File: src/rtl/des_uart_pkg.sv
// Shared state encoding, frame geometry and bit helpers for the DES ciphertext UART transmitter.
// DES_TX_PARITY_EN adds an even-parity bit (and its PARITY state) after the data bits.
package des_uart_pkg;

`ifdef DES_TX_PARITY_EN
  typedef enum logic [2:0] {
    ST_IDLE   = 3'd0,
    ST_START  = 3'd1,
    ST_DATA   = 3'd2,
    ST_PARITY = 3'd3,
    ST_STOP   = 3'd4
  } tx_state_t;
  localparam int FRAME_BITS = 11;
`else
  typedef enum logic [2:0] {
    ST_IDLE   = 3'd0,
    ST_START  = 3'd1,
    ST_DATA   = 3'd2,
    ST_STOP   = 3'd4
  } tx_state_t;
  localparam int FRAME_BITS = 10;
`endif

  localparam int NUM_BYTES = 8;
  localparam int DATA_BITS = 8;

  function automatic logic even_parity(input logic [7:0] data);
    return ^data;
  endfunction

  // Byte 0 is the most significant byte of the word.
  function automatic logic [7:0] select_byte(input logic [63:0] word, input logic [2:0] idx);
    logic [63:0] shifted;
    shifted = word << {idx, 3'b000};
    return shifted[63:56];
  endfunction

endpackage

File: src/rtl/uart_baud_gen.sv
// Bit-period timer: bit_tick pulses on the last clock of every CLKS_PER_BIT-cycle bit period.
// restart realigns the period so a new frame starts on a full bit.
module uart_baud_gen #(
  parameter int CLKS_PER_BIT = 434
) (
  input  logic CLK,
  input  logic RST,
  input  logic restart,
  output logic bit_tick
);

  localparam int CW = (CLKS_PER_BIT > 2) ? $clog2(CLKS_PER_BIT) : 1;
  localparam logic [CW-1:0] LAST = CW'(CLKS_PER_BIT - 1);

  logic [CW-1:0] cnt_r;

  // Free-running modulo counter, realigned on restart.
  always_ff @(posedge CLK or posedge RST) begin
    if (RST) begin
      cnt_r <= {CW{1'b0}};
    end else if (restart) begin
      cnt_r <= {CW{1'b0}};
    end else if (cnt_r == LAST) begin
      cnt_r <= {CW{1'b0}};
    end else begin
      cnt_r <= cnt_r + CW'(1);
    end
  end

  assign bit_tick = (cnt_r == LAST);

endmodule

File: src/rtl/des_cipher_uart_tx.sv
// Captures a 64-bit DES ciphertext by valid/ready and sends it as eight back-to-back UART frames, MSB byte first.
// Define DES_TX_PARITY_EN for 8E1 frames; default build sends 8N1.
module des_cipher_uart_tx
  import des_uart_pkg::*;
#(
  parameter int CLK_FREQ     = 50000000,
  parameter int BAUD         = 115200,
  parameter int CLKS_PER_BIT = CLK_FREQ / BAUD
) (
  input  logic        CLK,
  input  logic        RST,
  input  logic [64:1] CIPHER_TEXT,
  input  logic        CIPHER_VALID,
  output logic        CIPHER_READY,
  output logic        TXD,
  output logic        BUSY
);

  tx_state_t   state_r, state_s;
  logic [2:0]  byte_cnt_r, byte_cnt_s;
  logic [2:0]  bit_cnt_r, bit_cnt_s;
  logic [63:0] hold_r;
  logic [7:0]  cur_byte_s;
  logic        txd_s;
  logic        transfer_s;
  logic        bit_tick_s;

  assign transfer_s = CIPHER_VALID && CIPHER_READY;

  uart_baud_gen #(
    .CLKS_PER_BIT(CLKS_PER_BIT)
  ) u_baud (
    .CLK     (CLK),
    .RST     (RST),
    .restart (transfer_s),
    .bit_tick(bit_tick_s)
  );

  // Next-state and counter sequencing; everything past IDLE moves only on bit_tick.
  always_comb begin
    state_s    = state_r;
    byte_cnt_s = byte_cnt_r;
    bit_cnt_s  = bit_cnt_r;
    case (state_r)
      ST_IDLE: begin
        if (transfer_s) begin
          state_s    = ST_START;
          byte_cnt_s = 3'd0;
          bit_cnt_s  = 3'd0;
        end else begin
          state_s = ST_IDLE;
        end
      end
      ST_START: begin
        if (bit_tick_s) begin
          state_s   = ST_DATA;
          bit_cnt_s = 3'd0;
        end else begin
          state_s = ST_START;
        end
      end
      ST_DATA: begin
        if (bit_tick_s) begin
          if (bit_cnt_r == 3'(DATA_BITS - 1)) begin
`ifdef DES_TX_PARITY_EN
            state_s = ST_PARITY;
`else
            state_s = ST_STOP;
`endif
          end else begin
            bit_cnt_s = bit_cnt_r + 3'd1;
          end
        end else begin
          state_s = ST_DATA;
        end
      end
`ifdef DES_TX_PARITY_EN
      ST_PARITY: begin
        if (bit_tick_s) begin
          state_s = ST_STOP;
        end else begin
          state_s = ST_PARITY;
        end
      end
`endif
      ST_STOP: begin
        if (bit_tick_s) begin
          if (byte_cnt_r == 3'(NUM_BYTES - 1)) begin
            state_s = ST_IDLE;
          end else begin
            state_s    = ST_START;
            byte_cnt_s = byte_cnt_r + 3'd1;
          end
        end else begin
          state_s = ST_STOP;
        end
      end
      default: begin
        state_s = ST_IDLE;
      end
    endcase
  end

  // Line level for the upcoming cycle, so TXD itself can be a register.
  always_comb begin
    cur_byte_s = select_byte(hold_r, byte_cnt_s);
    txd_s      = 1'b1;
    case (state_s)
      ST_START:  txd_s = 1'b0;
      ST_DATA:   txd_s = cur_byte_s[bit_cnt_s];
`ifdef DES_TX_PARITY_EN
      ST_PARITY: txd_s = even_parity(cur_byte_s);
`endif
      default:   txd_s = 1'b1;
    endcase
  end

  // FSM state, counters and registered outputs.
  always_ff @(posedge CLK or posedge RST) begin
    if (RST) begin
      state_r      <= ST_IDLE;
      byte_cnt_r   <= 3'd0;
      bit_cnt_r    <= 3'd0;
      TXD          <= 1'b1;
      BUSY         <= 1'b0;
      CIPHER_READY <= 1'b0;
    end else begin
      state_r      <= state_s;
      byte_cnt_r   <= byte_cnt_s;
      bit_cnt_r    <= bit_cnt_s;
      TXD          <= txd_s;
      BUSY         <= (state_s != ST_IDLE);
      CIPHER_READY <= (state_s == ST_IDLE);
    end
  end

  // Ciphertext is sampled only on the transfer edge.
  always_ff @(posedge CLK or posedge RST) begin
    if (RST) begin
      hold_r <= 64'd0;
    end else if (transfer_s) begin
      hold_r <= CIPHER_TEXT;
    end else begin
      hold_r <= hold_r;
    end
  end

endmodule

File: config.mk
export PLATFORM = sky130hd
export DESIGN_NAME = des_cipher_uart_tx
export DESIGN_NICKNAME = d
export VERILOG_FILES = /design/src/rtl/des_uart_pkg.sv /design/src/rtl/uart_baud_gen.sv /design/src/rtl/des_cipher_uart_tx.sv
export SDC_FILE = /design/constraint.sdc
export NUM_CORES = 1
export LEC_CHECK = 0
export CAP_MARGIN = 20
export CORE_ASPECT_RATIO = 0.8
export CORE_UTILIZATION = 48
export DETAILED_ROUTE_END_ITERATION = 10
export PLACE_DENSITY = 0.77
export SLEW_MARGIN = 20
export SYNTH_ARGS = -nofsm -noshare
export SYNTH_HDL_FRONTEND = slang
export SYNTH_HIERARCHICAL = 1
export SYNTH_SLANG_ARGS = --single-unit
File: constraint.sdc
create_clock -name CLK -period 2.93 [get_ports CLK]
set_input_delay 0.293 -clock CLK [delete_from_list [all_inputs] [get_ports CLK]]
set_output_delay 0.293 -clock CLK [all_outputs]
set_load 0.05 [all_outputs]
After elaboration in Yosys (flattened, before gate mapping)
Cells that the tools add are included.
- $add $sub $neg: 3
- $lt $le $gt $ge: 1
- equal/unequal tests: 8
- shift-type cells: 1
- mux-type cells: 21
- reductions and logical operators: 4
- operators with widths (kind ; count):
    64-bit by 6-bit left shift with 64-bit output ; 1
    3-bit 2-to-1 mux ; 10
    9-bit 2-to-1 mux ; 2
    3-bit one-hot mux with 4 select lines ; 1
    9-bit by 1-bit adder with 9-bit output, second input constant ; 1
    3-bit == test, second input constant ; 3
    9-bit == test, second input constant ; 1
    3-bit one-hot mux with 3 select lines ; 1
    3-bit by 1-bit adder with 3-bit output, second input constant ; 2
    3-bit by 1-bit == test with 1-bit output, second input constant ; 2
    3-bit by 2-bit == test with 1-bit output, second input constant ; 2
    3-bit logical NOT ; 2
    3-bit one-hot mux with 2 select lines ; 1
    3-bit by 4-bit < comparator with 1-bit output, second input constant ; 1
    1-bit binary-select mux with 3-bit select ; 1
    1-bit 2-to-1 mux ; 3
    3-bit nonzero test ; 1
    2-bit 2-to-1 mux ; 1
    1-bit one-hot mux with 2 select lines ; 1
    1-bit logical AND ; 1
- register bits after elaboration: 85
- input bits: 67
- output and inout bits: 3
- word-level logic and storage cells: 46

Depth between registers and ports, before layout
Gate-level depths: netlist of run 1.
- depth after elaboration: 8
- mapped depth: 16
- depth with buffers taken out: 13

Cells and area by module
Netlist of run 1, hierarchy kept.
- by module, submodules not included (module ; instances ; cells each ; area an instance (µm²) ; seq. area each (µm²)):
    des_cipher_uart_tx ; 1 ; 322 ; 3729.8 ; 1903.1
    uart_baud_gen ; 1 ; 45 ; 464.2 ; 225.2

Worst setup path after synthesis of run 1
No wires, ideal clock.
- path kind: register to register
- start point: register u_baud.cnt_r[1]
- end point: register TXD
- library setup time: 79 ps
- arrival time: 2768 ps
- required time: 2851 ps
- setup slack: 83 ps
- cell stages (with the launch flop): 15
- path buffers: 2
- clock period less this slack: 2847 ps
- cell sequence: dfrtp_1 > inv_1 > ha_1 > nor4b_2 > and3_1 > buf_2 > and4bb_4 > nand3b_1 > a211o_1 > buf_6 > a211o_1 > o311ai_1 > nor4bb_1 > a211o_1 > o211a_1
- cells in the longest elaborated chain, start to end: 7
- elaborated cells on any way between the ends: 16
- classes of those cells: eq/ne (3); shift (1); mux (12)
- ends and longest elaborated chain (what ; RTL line ; source):
    from (decl) ; uart_baud_gen.sv:15 ; logic [CW-1:0] cnt_r;
    from (signal assigned) ; uart_baud_gen.sv:20 ; cnt_r <= {CW{1'b0}};
    from (signal assigned) ; uart_baud_gen.sv:22 ; cnt_r <= {CW{1'b0}};
    from (signal assigned) ; uart_baud_gen.sv:24 ; cnt_r <= {CW{1'b0}};
    9-bit == test * ; uart_baud_gen.sv:30 ; assign bit_tick = (cnt_r == LAST);
    named net bit_tick_s ; des_cipher_uart_tx.sv:26 ; logic bit_tick_s;
    3-bit 2-to-1 mux ; des_cipher_uart_tx.sv:87 ; if (bit_tick_s) begin
    3-bit one-hot mux with 2 select lines ; des_cipher_uart_tx.sv:44 ; case (state_r)
    64-bit by 6-bit left shift with 64-bit output ; des_uart_pkg.sv:34 ; shifted = word << {idx, 3'b000};
    1-bit binary-select mux with 3-bit select ; des_cipher_uart_tx.sv:110 ; ST_DATA: txd_s = cur_byte_s[bit_cnt_s];
    1-bit 2-to-1 mux (not written as such) ; des_cipher_uart_tx.sv:110 ;
    1-bit one-hot mux with 2 select lines * ; des_cipher_uart_tx.sv:108 ; case (state_s)
    named net txd_s ; des_cipher_uart_tx.sv:24 ; logic txd_s;
    to (signal assigned) ; des_cipher_uart_tx.sv:131 ; TXD <= txd_s;
    to (decl) ; des_cipher_uart_tx.sv:15 ; output logic TXD,
Mark *: on every way through the listed nets, which the timed path passes. The rest lies on a longest branch. The select of a mux whose other input is x is not followed.
A chain may end at the register's enable or synchronous reset.

Final worst setup path of run 1
Same ends and word-level chain as after synthesis.

==> impl_metrics.toml, run 1 <==
[synthesis]
avgSynthCellArea_um2 = 11.43
ys.flop_type = "dfrtp_1"
syn-cell-area_mm2 = 0.004194
syn_inst = 367
ys_seq_area_frac = 0.5075
synth-seq-cells = 85
synth.distinct_cells = 61
synthArstFlopShare = 1.000
ys_top_cells_by_area = "dfrtp_1 (50%), mux2_2 (17%), nand2_1 (3.8%)"
synth_nets = 438
synth-edff-count = 0
yosysTopAreaCellShare = 0.5012
synth_warnings = 6
yosys.area.top_type = "dfrtp_1"

[clocking]
path_clk_slew_ns = 0.10
root_buffer = "clkbuf_8"
cts_tree = "done"
cts_sinks = 85
cts_made_buffers = 9
cts_buffer_depth = 2
clock_latency_ns = 0.37
h-tree-depth = 3
hold_buffers = 0

[sta]
layout_setup_ws_ns = 0.009784
grt_setup_unrepaired = "true"
setup_tns_ns = 0
fin_crit_ns = 2.920
fmax_mhz = 342.4
skew_ns = 0.01506
worst_pin_slew_ns = 0.5651
period_share = 0.9967
finalMaxSlewViolations = 0
setup_viol = 0
timing.slew.headroom = 0.6201
hold_viol = 0

[setup_path]
r2r_setup_slack_ns = 0.01
crit_fanout = 13
crit_chain = "inv_1 -> ha_2 -> nor4b_4 -> and3_4 -> and4bb_4 -> nand3_1 -> and2_4 -> buf_4 -> clkbuf_16 -> a22oi_1 -> nor4bb_1 -> a211o_1 -> o211a_1"
critical_path_buf_inv_count = 3
reg2reg_depth = 13
reg2reg_from = "u_baud/cnt_r[1]"
critPathLaunchType = "flop"
cp.arrival_ns = 3.24
end_kind = "flop"
required_ns = 3.25
crit_type = "reg2reg"
r2r_end = "TXD"
max_stage_delay_ns = 0.40
slowest_stage = "nor4bb_1"
cp_top_family = "simple AND/OR/NAND/NOR gates"

[placement]
dp_hpwl_mm = 6.950
placed_cells = 546
pre_cts_slack_ns = -0.08158
place_congestion = 0.8756
port_buffers = 69

[detailed_routing]
viasPerCell = 5.822
wl_met2_mm = 4.711
num_vias = 3307
drt_pre_antenna_iters = 5
top_layer = "met4"
initialDrtViolationCount = 236
avgRoutedWirePerCell_um = 17.79
wl_met1_mm = 4.464
drc_errors = 0
drtAntennaViolNets = 0
routed-wl-met3_um = 732
drt_wl_total_mm = 10.10

[power_and_ir_drop]
power.density_mw_per_mm2 = 397.5
ir_worst_vdd_v = 0.0002322
p_leak_nw = 2.430

[cells_and_area]
fin_util = 0.6438
area.sequential_mm2 = 0.002128
instances_no_fill = 568
final.fill_count = 677
finalNetCount = 522
layout-drive-gt1-share = 0.3004
final_cell_mix = "dfrtp_1 (84), clkdlybuf4s50_1 (69), mux2_2 (64)"
final_common_cell = "dfrtp_1"
antenna_cells = 0
area_growth_pct = 30.22
multi_input_area_mm2 = 0.002023

[hold_path]
min_path_type = "in2async"

[grt]
grt_pass1_vias = 3055
overflow = 0
antenna_found_initial = 0
grt_usage = 0.2219
grt_pass1_wl_mm = 15.37
grt_max_degree = 77

[floorplanning]
die-area_mm2 = 0.009118
core_mm2 = 0.008483
die_w_um = 106.5
die_h_um = 85.61
io_pins = 70
rows = 30
start_util = 0.4944

[job]
maxCapViolations = 0

[outcome]
status = "complete, no violations"
metrics by stage:
stage               area, µm²  hold WS [ns]  total power, W
CTS                      5303        0.2286        0.002187
global placement         5062        0.4949        0.001311
detailed placement       5062        0.4961        0.001312
finish                   5461        0.2305        0.002171
global route             5461        0.2937        0.002235
floorplan                4194        0.1209        0.001213
state kept, by name, summed over array words and instances, names as in the netlist:
name,cells
CIPHER_READY,1
byte_cnt_r,3
BUSY,1
state_r,3
bit_cnt_r,3
u_baud/cnt_r,9
TXD,1
hold_r,64
final cells by class:
cell class              instances  area share
flip-flops and latches         85      0.3897
multi-input cells             253      0.3704
repair buffers                 89      0.1663
well taps                     112     0.02566
clock buffers                  10     0.02520
clock inverters                 6     0.01375
inverters                      13    0.008935
power by group:
part	switching (W)	internal, W	leakage, nW
clock network	0.000453	0.000431	0.105
registers	0	0.00117	1.14
logic	0.0000356	0.0000796	1.19
total	0.000489	0.00168	2.43
cell usage after synthesis, types with 5 or more instances:
master and number:
inv_1 10, a21oi_1 15, dfrtp_1 84, nand3_1 14, a211o_1 5, buf_6 5
mux2_2 64, o21ai_0 6, nand2_1 43, nor2_1 20, clkbuf_1 6
what timing repair did:
action,4_1_cts,5_1_grt
endpoints found under the setup margin,1,1
buffers inserted,0,4
gates resized for setup,5,20
cloned,0,2
pin swaps,0,10
per-layer routing:
layer	vias to the layer above	global-route usage
met5	-	0
met4	0	0.07347
met3	22	0.06687
met2	140	0.3329
met1	1624	0.3095
li1	1521	-
worst max-delay path by stage:
stage | startpoint | end | slack [ns] | cells past startpoint
2_1_floorplan | u_baud/cnt_r[1] | TXD | 0.08 | 14
3_3_place_gp | u_baud/cnt_r[1] | TXD | 0.02 | 13
3_5_place_dp | u_baud/cnt_r[1] | TXD | -0.08 | 13
4_1_cts | u_baud/cnt_r[1] | TXD | 0.003 | 14
5_1_grt | u_baud/cnt_r[1] | TXD | -0.12 | 13
6_report | u_baud/cnt_r[1] | TXD | 0.01 | 13
logic make-up (layout without fill, tap and decap cells):
group | count (synthesis) | in the layout | share of synthesized area
XOR/XNOR | 3 | 3 | 0.006266
buffers and inverters | 30 | 118 | 0.03848
adder cells (fa/ha/maj) | 4 | 4 | 0.01193
AND/OR/NAND/NOR | 106 | 106 | 0.1250
multiplexers | 69 | 69 | 0.1862
AO/OA/AOI/OAI | 70 | 71 | 0.1247
flip-flops | 85 | 85 | 0.5075
No activity file was read; power rests on OpenSTA's default activity.
==> run 2: changes to the inputs <==
--- a/config.mk
+++ b/config.mk
@@ -6,7 +6,6 @@
 export NUM_CORES = 1
 export LEC_CHECK = 0
 export CAP_MARGIN = 20
-export CORE_ASPECT_RATIO = 0.8
 export CORE_UTILIZATION = 48
 export DETAILED_ROUTE_END_ITERATION = 10
 export PLACE_DENSITY = 0.77
==> run 2 against run 1 <==
  * Via count down 0.21%
  * Die area is essentially flat
  * Worst hold slack gained 0.0047 ns
  * Critical endpoint unchanged
  * Critical path depth is 1 higher
  * Combinational power barely moved
  * Cell count decreased by 1.1%
  * Critical path type unchanged
==> impl_metrics.toml, run 2 (same netlist as run 1, synthesis figures left out) <==
[outcome]
status = "complete, no violations"

[setup_path]
critPathLaunch = "u_baud/cnt_r[1]"
crit_type = "reg2reg"
reg2reg_from = "u_baud/cnt_r[1]"
r2r_setup_slack_ns = 0.05
critPathLaunchType = "flop"
required_ns = 3.24
cp.arrival_ns = 3.19
crit_fanout = 6
end_kind = "flop"

[grt]
grt_pass1_vias = 3112
grt_max_degree = 77
overflow = 0
grt_usage = 0.2295
grt_pass1_wl_mm = 15.54
antenna_found_initial = 0

[sta]
grt_setup_unrepaired = "true"
fin_crit_ns = 2.875
hold_viol = 0
worst_pin_slew_ns = 0.6030
setup_viol = 0
fmax_mhz = 347.8
period_share = 0.9814
timing.slew.headroom = 0.5945
finalMaxSlewViolations = 0
skew_ns = 0.007017

[cells_and_area]
antenna_cells = 0
final_common_cell = "dfrtp_1"
reg.largest.list = "hold_r (64), u_baud/cnt_r (9)"
area_growth_pct = 29.80
fin_util = 0.6527
design_area_mm2 = 0.005444
layout-drive-gt1-share = 0.2910
largest_reg_flops = 64
largest-register = "hold_r"
final_cell_mix = "dfrtp_1 (84), clkdlybuf4s50_1 (69), mux2_2 (64)"
finalNetCount = 523

[placement]
place_congestion = 0.8775
place_area_mm2 = 0.005056
dp_hpwl_mm = 7.099
port_buffers = 69

[floorplanning]
die-area_mm2 = 0.009115
die_h_um = 95.48
die_w_um = 95.48
start_util = 0.5029
core_mm2 = 0.008341
rows = 33
io_pins = 70

[power_and_ir_drop]
ir_worst_vdd_v = 0.0002779
p_int_w = 0.001740
p_sw_frac = 0.2194
pwr-share-clk = 0.422
p_leak_nw = 2.424
power.density_mw_per_mm2 = 409.3
p_seq_frac = 0.526
p_sw_w = 0.0004888
comb_power_share = 0.052

[clocking]
cts_tree = "done"
cts_sinks = 85
path_clk_slew_ns = 0.09
cts_made_buffers = 9
hold_buffers = 0
clock_latency_ns = 0.37
h-tree-depth = 3
cts_buffer_depth = 2
root_buffer = "clkbuf_8"

[detailed_routing]
initialDrtViolationCount = 250
drtAntennaViolNets = 0
routed-wl-met3_um = 742
drt_pre_antenna_iters = 5
drt_wl_total_mm = 10.12
num_vias = 3300
top_layer = "met4"
drc_errors = 0
wl_met1_mm = 4.477
wl_met2_mm = 4.674
viasPerCell = 5.872
avgRoutedWirePerCell_um = 18.01

[job]
maxCapViolations = 0

[hold_path]
min_path_type = "in2async"
## run 2: changes by cell type in the layout (fill, tap and decap cells not counted), moves of 2 or more
cell     change
a21oi_1      +2
buf_6        +2
nor2_1       +2
a21oi_2      -2
buf_4        +2
buf_12       -2
nor2_2       -2
## run 2: timing repair
action | in CTS | in global routing
setup buffers | 0 | 4
gates resized for setup | 1 | 19
gates cloned | 0 | 1
pin swaps | 0 | 8
setup endpoints to repair | 1 | 1
## run 2: routing by layer
metal  track usage  up-vias
met5             0        -
met4       0.08458        0
met3       0.05343       32
met2        0.3429      152
met1        0.3254     1603
li1              -     1513
## run 2: layout make-up
cell class                      instances  area [µm²]
Multi-Input combinational cell        252        2008
Clock inverter                          6       93.84
Sequential cell                        85        2128
Inverter                               13       48.80
Timing Repair Buffer                   91       905.9
Fill cell                             632        2897
Clock buffer                           10       127.6
Tap cell                              105       131.4
## run 2: path summary, 6_finish.rpt
| kind | cells after the start | endpoint |
|---|---|---|
| hold reg to reg | 1 | hold_r[51] |
| hold / removal | 2 | u_baud/cnt_r[5] |
| setup reg to reg | 14 | TXD |
| setup / recovery | 14 | TXD |
| max in group asynchronous | 3 | TXD |
| min in group CLK | 1 | hold_r[51] |
## run 2: power by group through the flow
stage | sequential, W | combinational, W | clock [W]
finish | 0.00117 | 0.000116 | 0.000940
global route | 0.00117 | 0.000126 | 0.000990
CTS | 0.00117 | 0.000119 | 0.000947
detailed placement | 0.00120 | 0.000118 | 0
global placement | 0.00120 | 0.000116 | 0
floorplan | 0.00120 | 0.0000179 | 0
## run 2: worst max-delay path: stages (launching register included)
cell	delay, ns
dfrtp_1	0.38
inv_1	0.06
ha_2	0.15
nor4b_4	0.23
and3_4	0.23
and4bb_4	0.28
buf_6	0.11
buf_4	0.10
a22oi_2	0.06
inv_2	0.14
mux2_4	0.32
o22ai_2	0.13
a2111oi_2	0.09
a211o_1	0.32
o211a_1	0.21
## run 2: per-stage QoR
step / setup slack, ns / hold slack, ns / instances / TNS, ns / total power, W
detailed placement: 0.02923 / 0.5005 / 541 / 0 / 0.001313
floorplan: 0.08284 / 0.1209 / 367 / 0 / 0.001213
CTS: 0.03225 / 0.2535 / 557 / 0 / 0.002238
global placement: 0.09655 / 0.4931 / 541 / 0 / 0.001311
finish: 0.05457 / 0.2352 / 562 / 0 / 0.002228
global route: -0.04280 / 0.2869 / 562 / -0.04280 / 0.002288
